File: config.mk
export PLATFORM = sky130hd
export DESIGN_NAME = pixel_frame_ctrl
export DESIGN_NICKNAME = d
export VERILOG_FILES = /design/src/rtl/pixel_pkg.sv /design/src/rtl/pixel_frame_buffer.sv /design/src/rtl/pixel_frame_ctrl.sv
export SDC_FILE = /design/constraint.sdc
export NUM_CORES = 1
export LEC_CHECK = 0
export BUFFER_PORTS_ARGS = -buffer_cell sky130_fd_sc_hd__buf_4
export CAP_MARGIN = 10
export CORE_ASPECT_RATIO = 0.7
export CORE_UTILIZATION = 65
export DETAILED_ROUTE_END_ITERATION = 7
export GPL_TIMING_DRIVEN = 0
export PLACE_DENSITY_LB_ADDON = 0.12
export SETUP_SLACK_MARGIN = 0.2
export SYNTH_ARGS = -nofsm -noshare
export SYNTH_HDL_FRONTEND = slang
export SYNTH_HIERARCHICAL = 1
export SYNTH_SLANG_ARGS = --single-unit
export TNS_END_PERCENT = 30
File: constraint.sdc
create_clock -name clk -period 5.25 [get_ports clk]
set_input_delay 0.2625 -clock clk [delete_from_list [all_inputs] [get_ports clk]]
set_output_delay 0.2625 -clock clk [all_outputs]
set_load 0.01 [all_outputs]
File: src/rtl/pixel_pkg.sv
// rtl/pixel_pkg.sv - shared state encoding and Gray/clog2 helpers for the pixel frame controller
package pixel_pkg;

  typedef enum logic [2:0] {IDLE, ERASE, EXPOSE, CONVERT, READ, SEND} state_t;

  localparam int MAX_W = 32;

  function automatic int clog2(input int v);
    int r;
    r = 0;
    for (int i = 0; i < 31; i++) begin
      if ((1 << i) < v) r = i + 1;
    end
    return r;
  endfunction

  // Both conversions are unaffected by zero extension, so callers widen to MAX_W and cast back.
  function automatic logic [MAX_W-1:0] bin2gray(input logic [MAX_W-1:0] b);
    return b ^ (b >> 1);
  endfunction

  function automatic logic [MAX_W-1:0] gray2bin(input logic [MAX_W-1:0] g);
    logic [MAX_W-1:0] b;
    b[MAX_W-1] = g[MAX_W-1];
    for (int i = MAX_W - 2; i >= 0; i--) begin
      b[i] = b[i+1] ^ g[i];
    end
    return b;
  endfunction

endpackage

File: src/rtl/pixel_frame_buffer.sv
// rtl/pixel_frame_buffer.sv - one-frame pixel store, single write port and asynchronous read port
module pixel_frame_buffer #(
  parameter int DEPTH = 16,
  parameter int W     = 8,
  parameter int AW    = 4
) (
  input  logic          clk,
  input  logic          we,
  input  logic [AW-1:0] waddr,
  input  logic [W-1:0]  wdata,
  input  logic [AW-1:0] raddr,
  output logic [W-1:0]  rdata
);

  logic [W-1:0] mem [DEPTH];

  always_ff @(posedge clk) begin
    if (we) mem[waddr] <= wdata;
  end

  assign rdata = mem[raddr];

endmodule

File: src/rtl/pixel_frame_ctrl.sv
// rtl/pixel_frame_ctrl.sv - erase/expose/convert/read sequencer with one-frame AXIS streaming
module pixel_frame_ctrl
  import pixel_pkg::*;
#(
  parameter int ROWS      = 4,
  parameter int COLUMNS   = 4,
  parameter int DATA_W    = 8,
  parameter int ERASE_CYC = 5,
  parameter int READ_CYC  = 5,
  parameter int EXP_W     = 16,
  localparam int PIXELS   = ROWS * COLUMNS,
  localparam int AW       = (clog2(PIXELS) < 1) ? 1 : clog2(PIXELS)
) (
  input  logic              clk,
  input  logic              rst,
  input  logic              trigger,
  input  logic              cont_mode,
  input  logic              abort,
  input  logic [EXP_W-1:0]  expose_len,
  input  logic              clr_status,
  output logic              erase,
  output logic              expose,
  output logic              ramp_en,
  output logic              read,
  output logic [AW-1:0]     pixel_addr,
  output logic [DATA_W-1:0] adc_code,
  input  logic [DATA_W-1:0] pixel_data,
  output logic              tvalid,
  input  logic              tready,
  output logic [DATA_W-1:0] tdata,
  output logic              tlast,
  output logic              tuser,
  output logic              busy,
  output logic              overrun,
  output logic [15:0]       frame_cnt
);

  localparam logic [31:0] ERASE_LAST = 32'(ERASE_CYC - 1);
  localparam logic [31:0] READ_LAST  = 32'(READ_CYC - 1);
  localparam logic [31:0] RAMP_LAST  = 32'((1 << DATA_W) - 1);
  localparam logic [AW-1:0] PIX_LAST = AW'(PIXELS - 1);

  state_t             state, state_n;
  logic [31:0]        cnt, cnt_n;
  logic [AW-1:0]      pix, pix_n;
  logic [EXP_W-1:0]   exp_len, exp_n;
  logic [15:0]        fc_n;
  logic               ovr_n;
  logic [31:0]        exp_wide;
  logic [EXP_W-1:0]   exp_in;
  logic               wr_en;
  logic [DATA_W-1:0]  wr_data;
  logic [DATA_W-1:0]  rd_data;

  assign exp_wide = 32'(exp_len);
  assign exp_in   = (expose_len == '0) ? EXP_W'(1) : expose_len;

  always_ff @(posedge clk or negedge rst) begin
    if (!rst) begin
      state     <= IDLE;
      cnt       <= '0;
      pix       <= '0;
      exp_len   <= '0;
      frame_cnt <= '0;
      overrun   <= 1'b0;
      adc_code  <= '0;
    end else begin
      state     <= state_n;
      cnt       <= cnt_n;
      pix       <= pix_n;
      exp_len   <= exp_n;
      frame_cnt <= fc_n;
      overrun   <= ovr_n;
      // Registered from the next count so adc_code lines up with ramp_en cycle by cycle.
      adc_code  <= (state_n == CONVERT) ? DATA_W'(bin2gray(MAX_W'(cnt_n))) : '0;
    end
  end

  always_comb begin
    state_n = state;
    cnt_n   = cnt + 32'd1;
    pix_n   = pix;
    exp_n   = exp_len;
    fc_n    = frame_cnt;
    ovr_n   = overrun;
    if (clr_status) ovr_n = 1'b0;
    if (trigger && state != IDLE) ovr_n = 1'b1;
    case (state)
      IDLE: begin
        cnt_n = '0;
        if (trigger) begin
          state_n = ERASE;
          exp_n   = exp_in;
        end
      end
      ERASE: begin
        if (cnt == ERASE_LAST) begin
          state_n = EXPOSE;
          cnt_n   = '0;
        end
      end
      EXPOSE: begin
        if (cnt == exp_wide - 32'd1) begin
          state_n = CONVERT;
          cnt_n   = '0;
        end
      end
      CONVERT: begin
        if (cnt == RAMP_LAST) begin
          state_n = READ;
          cnt_n   = '0;
          pix_n   = '0;
        end
      end
      READ: begin
        if (cnt == READ_LAST) begin
          cnt_n = '0;
          if (pix == PIX_LAST) begin
            state_n = SEND;
            pix_n   = '0;
          end else begin
            pix_n = pix + 1'b1;
          end
        end
      end
      SEND: begin
        cnt_n = '0;
        if (tready) begin
          if (pix == PIX_LAST) begin
            pix_n = '0;
            fc_n  = frame_cnt + 16'd1;
            if (cont_mode) begin
              state_n = ERASE;
              exp_n   = exp_in;
            end else begin
              state_n = IDLE;
            end
          end else begin
            pix_n = pix + 1'b1;
          end
        end
      end
      default: state_n = IDLE;
    endcase
    // Abort never reaches SEND, so a stream that has started always completes.
    if (abort && (state == ERASE || state == EXPOSE || state == CONVERT || state == READ)) begin
      state_n = IDLE;
      cnt_n   = '0;
      pix_n   = '0;
    end
  end

  assign wr_en   = (state == READ) && (cnt == READ_LAST);
  assign wr_data = DATA_W'(gray2bin(MAX_W'(pixel_data)));

  pixel_frame_buffer #(
    .DEPTH (PIXELS),
    .W     (DATA_W),
    .AW    (AW)
  ) u_buffer (
    .clk   (clk),
    .we    (wr_en),
    .waddr (pix),
    .wdata (wr_data),
    .raddr (pix),
    .rdata (rd_data)
  );

  assign erase      = (state == ERASE);
  assign expose     = (state == EXPOSE);
  assign ramp_en    = (state == CONVERT);
  assign read       = (state == READ);
  assign pixel_addr = (state == READ) ? pix : '0;
  assign busy       = (state != IDLE);
  assign tvalid     = (state == SEND);
  assign tdata      = (state == SEND) ? rd_data : '0;
  assign tuser      = (state == SEND) && (pix == '0);
  assign tlast      = (state == SEND) && (pix == PIX_LAST);

endmodule

==> impl_results.md <==
- Post-route cell area: 11500 um2
- Worst hold-check path type: in2reg
- Critical Path, Cell by Cell: buf_4, xor2_1, xnor2_1, xor2_1, xnor2_1, buf_6, xnor2_1, xnor2_2, xor2_1
- Cell Area, Synth: 9990 um2
- DP Area: between 10000 and 15000 um2
- Layout Nets: just over 900
- Peak supply drop: 0.379 mV
- DIE WIDTH: 150 um
- Unrepaired setup endpoints after global routing: false
- DP Wirelength: 16300 um
- DRT Pass-1 Iters: 5
- Final Hold Fails: 0
- CTS tree: built
- Max FO, Critical Path: 17
- Total Wirelength: 23700 um
- Core ar.: ~15000 um2
- Min Tclk post-route: 4.82 ns
- Post-synth ARST share: 0.385
- Final setup violation count: 0
- Clk slew on worst S/H paths: 0.07 ns
- Root Buffer: clkbuf_16
- H-tree depth: 1
- Worst-margin pin slew: 1.34 ns
- Most common cell after layout, fill and taps aside: edfxtp_1
- Synth area leaders: edfxtp_1 (38%), dfrtp_1 (20%), mux4_2 (4.1%)
- Max stage delay on crit path: 1.09 ns
- Distinct cell type count of the synthesized netlist: 59
- Clock Sinks: 208
- DRC Markers: 0
- Area of the multi-input gates: 3870 um2
- Yosys warnings: 6
- Crit. End Element: flop
- # IOs: 76
- Final-report max-slew violation count: 0
- Routability cong.: 0.989
- Fin crit share: 0.918
- Via count: 7015
- Max clock buf depth: 3
- Critical Path RT: 5.34 ns
- Max Clock Freq: 0.207 GHz
- Synth Area per Inst: roughly 13 um2
- Initial antenna violation count: 1
- CP max-delay cell: xor2_1
- Via density: between 6 and 7
- Critical path type: in2reg
- First-pass GRT wire length: 36500 um
- Die area: approximately 16000 um2
- Max-cap check violation count: 0
- Total gr overflow: 0
- FF+latch area: 5850 um2
- Vias in the first global route: 6728
- Clk_lat worst skew: around 0.49 ns
- Fill count: 894
- Antenna Nets Post-Route: 0
- Pwr Density: about 320 nW/um2
- Overall Global Routing Usage: 0.308
- Cell Count, Final, Fillers Out: roughly 1100
- IO Port Bufs: 75
- EDFF count, synth: 128
- Lkg Pwr: approximately 0.0045 uW
- Layout cells sized above 1: 0.187
- Area leader, netlist: edfxtp_1
- Worst Hold Margin: 0.0129 ns
- Max-Slew Margin vs Limit: 0.101
- Std cell rows: 37
- Clock skew: 0.00566 ns
- Die Y: between 100 and 150 um
- Synthesis-to-layout area growth: 14.6%
- Pin count of the biggest net entering global routing: slightly above 80
- Net Count, Synth: 815
- Diode count: 0
- Outcome: finished, final reports clean
- Post-Synthesis Cells: about 800
- DR iter-0 viols: 688
- Num CTS Buffers: 20
- Post-CTS repair timing setup buffer count: 0
- WL per Instance: 21.7 um
- Startpoint Class: primary input
- Post-synthesis sequential area ratio: 0.585
- Most frequent cells in the layout: edfxtp_1 (128), dfrtp_1 (80), buf_4 (79)
- Crit path DAT: 4.92 ns
- #FFs+latches synth: 208
- Synth Flop Type: edfxtp_1
- Dpl cells: 1049
- Post-synth top area share: 0.385
- Initial Util: 0.673
==> logic make-up after synthesis <==
family | Yosys count | synth area share
buffers and inverters | 56 | 0.0295
multiplexers | 50 | 0.0974
AO/OA/AOI/OAI | 116 | 0.0702
adder cells (fa/ha/maj) | 6 | 0.00751
flip-flops | 208 | 0.585
AND/OR/NAND/NOR | 262 | 0.140
XOR/XNOR | 80 | 0.0701
==> final cells by class <==
cell class                      count  share of cell area
Buffer                             39              0.0202
Tap cell                          195              0.0213
Inverter                           17             0.00557
Multi-Input combinational cell    514               0.338
Clock inverter                      3             0.00109
Clock buffer                       33              0.0498
Timing Repair Buffer               81              0.0541
Sequential cell                   208               0.510
==> registers in the layout, summed over array words and instances, names as in the netlist <==
| register | cells |
|---|---|
| frame_cnt | 16 |
| adc_code | 8 |
| u_buffer/mem | 128 |
| exp_len | 16 |
| cnt | 32 |
| overrun | 1 |
| state | 3 |
| pix | 4 |
==> critical path, delay by kind of cell <==
family / cells / cell delay (ns)
buf+inv: 2 / 0.44
xor+xnor: 7 / 4.18
==> cell usage after synthesis (2+ instances only) <==
library cell,n
edfxtp_1,128
dfrtp_1,80
nand2_1,67
o21ai_0,54
nor2_1,50
xnor2_1,44
xor2_1,36
nand3_1,26
clkbuf_1,19
nor4_1,19
mux4_2,18
inv_1,17
a22oi_1,16
mux2_2,16
nand4_1,16
and2_1,15
mux4_1,14
and3_1,13
a21oi_1,12
and4_1,10
nor3_1,10
buf_2,8
o21bai_1,7
o31ai_1,7
buf_6,6
ha_1,6
nand3b_1,5
nor2b_1,5
o21ai_1,5
nand2b_1,4
nand4b_1,4
a31oi_1,3
buf_4,3
clkdlybuf4s25_2,3
or4_1,3
mux2i_1,2
nor3_2,2
o311ai_0,2
or2_2,2
or3b_2,2
==> metal layers <==
layer / GRT usage / wire length, um / part of all wire / up-vias
li1: - / - / - / 3111
met1: 0.459 / 10100 / 0.43 / 3487
met2: 0.469 / 10800 / 0.45 / 360
met3: 0.0636 / 2240 / 0.095 / 57
met4: 0.0743 / 566 / 0.024 / 0
met5: 0 / 0 / 0 / -
==> report_power, final <==
part	leakage, uW	internal (uW)	total [uW]	switching, uW
Sequential	0.00223	1850	1930	76.0
Combinational	0.00195	172	450	278
Clock	0.000280	741	1310	574
==> stage by stage <==
step / TNS [ns] / utilization / power (uW) / setup slack (ns)
6_report: 0 / 0.771 / 3690 / 0.429
5_1_grt: 0 / 0.771 / 3810 / 0.311
4_1_cts: 0 / 0.769 / 3700 / 0.623
3_5_place_dp: 0 / 0.728 / 2390 / 0.0796
3_3_place_gp: -4.63 / 0.727 / 2360 / -0.290
2_1_floorplan: 0 / - / 2220 / 1.76
==> path summary, 6_finish.rpt <==
kind	slack [ns]	cells past startpoint	endpoint	from
worst max-delay path	0.43	9	u_buffer/mem[0][0]$_DFFE_PP_	pixel_data[7]
worst max register to register	1.61	7	u_buffer/mem[1][0]$_DFFE_PP_	cnt[13]$_DFF_PN0_
worst min-delay path	0.01	2	exp_len[9]$_DFFE_PN0P_	expose_len[9]
worst min register to register	0.47	1	frame_cnt[15]$_DFFE_PN0P_	frame_cnt[15]$_DFFE_PN0P_
min in group asynchronous	0.50	2	frame_cnt[9]$_DFFE_PN0P_	rst
max in group asynchronous	4.10	2	cnt[30]$_DFF_PN0_	rst
==> what timing repair did <==
item / in CTS / in global routing
resized for setup: 0 / 0
hold buffers: 3 / 0
hold endpoints to repair: 82 / 0
No activity file was read; power rests on OpenSTA's default activity.
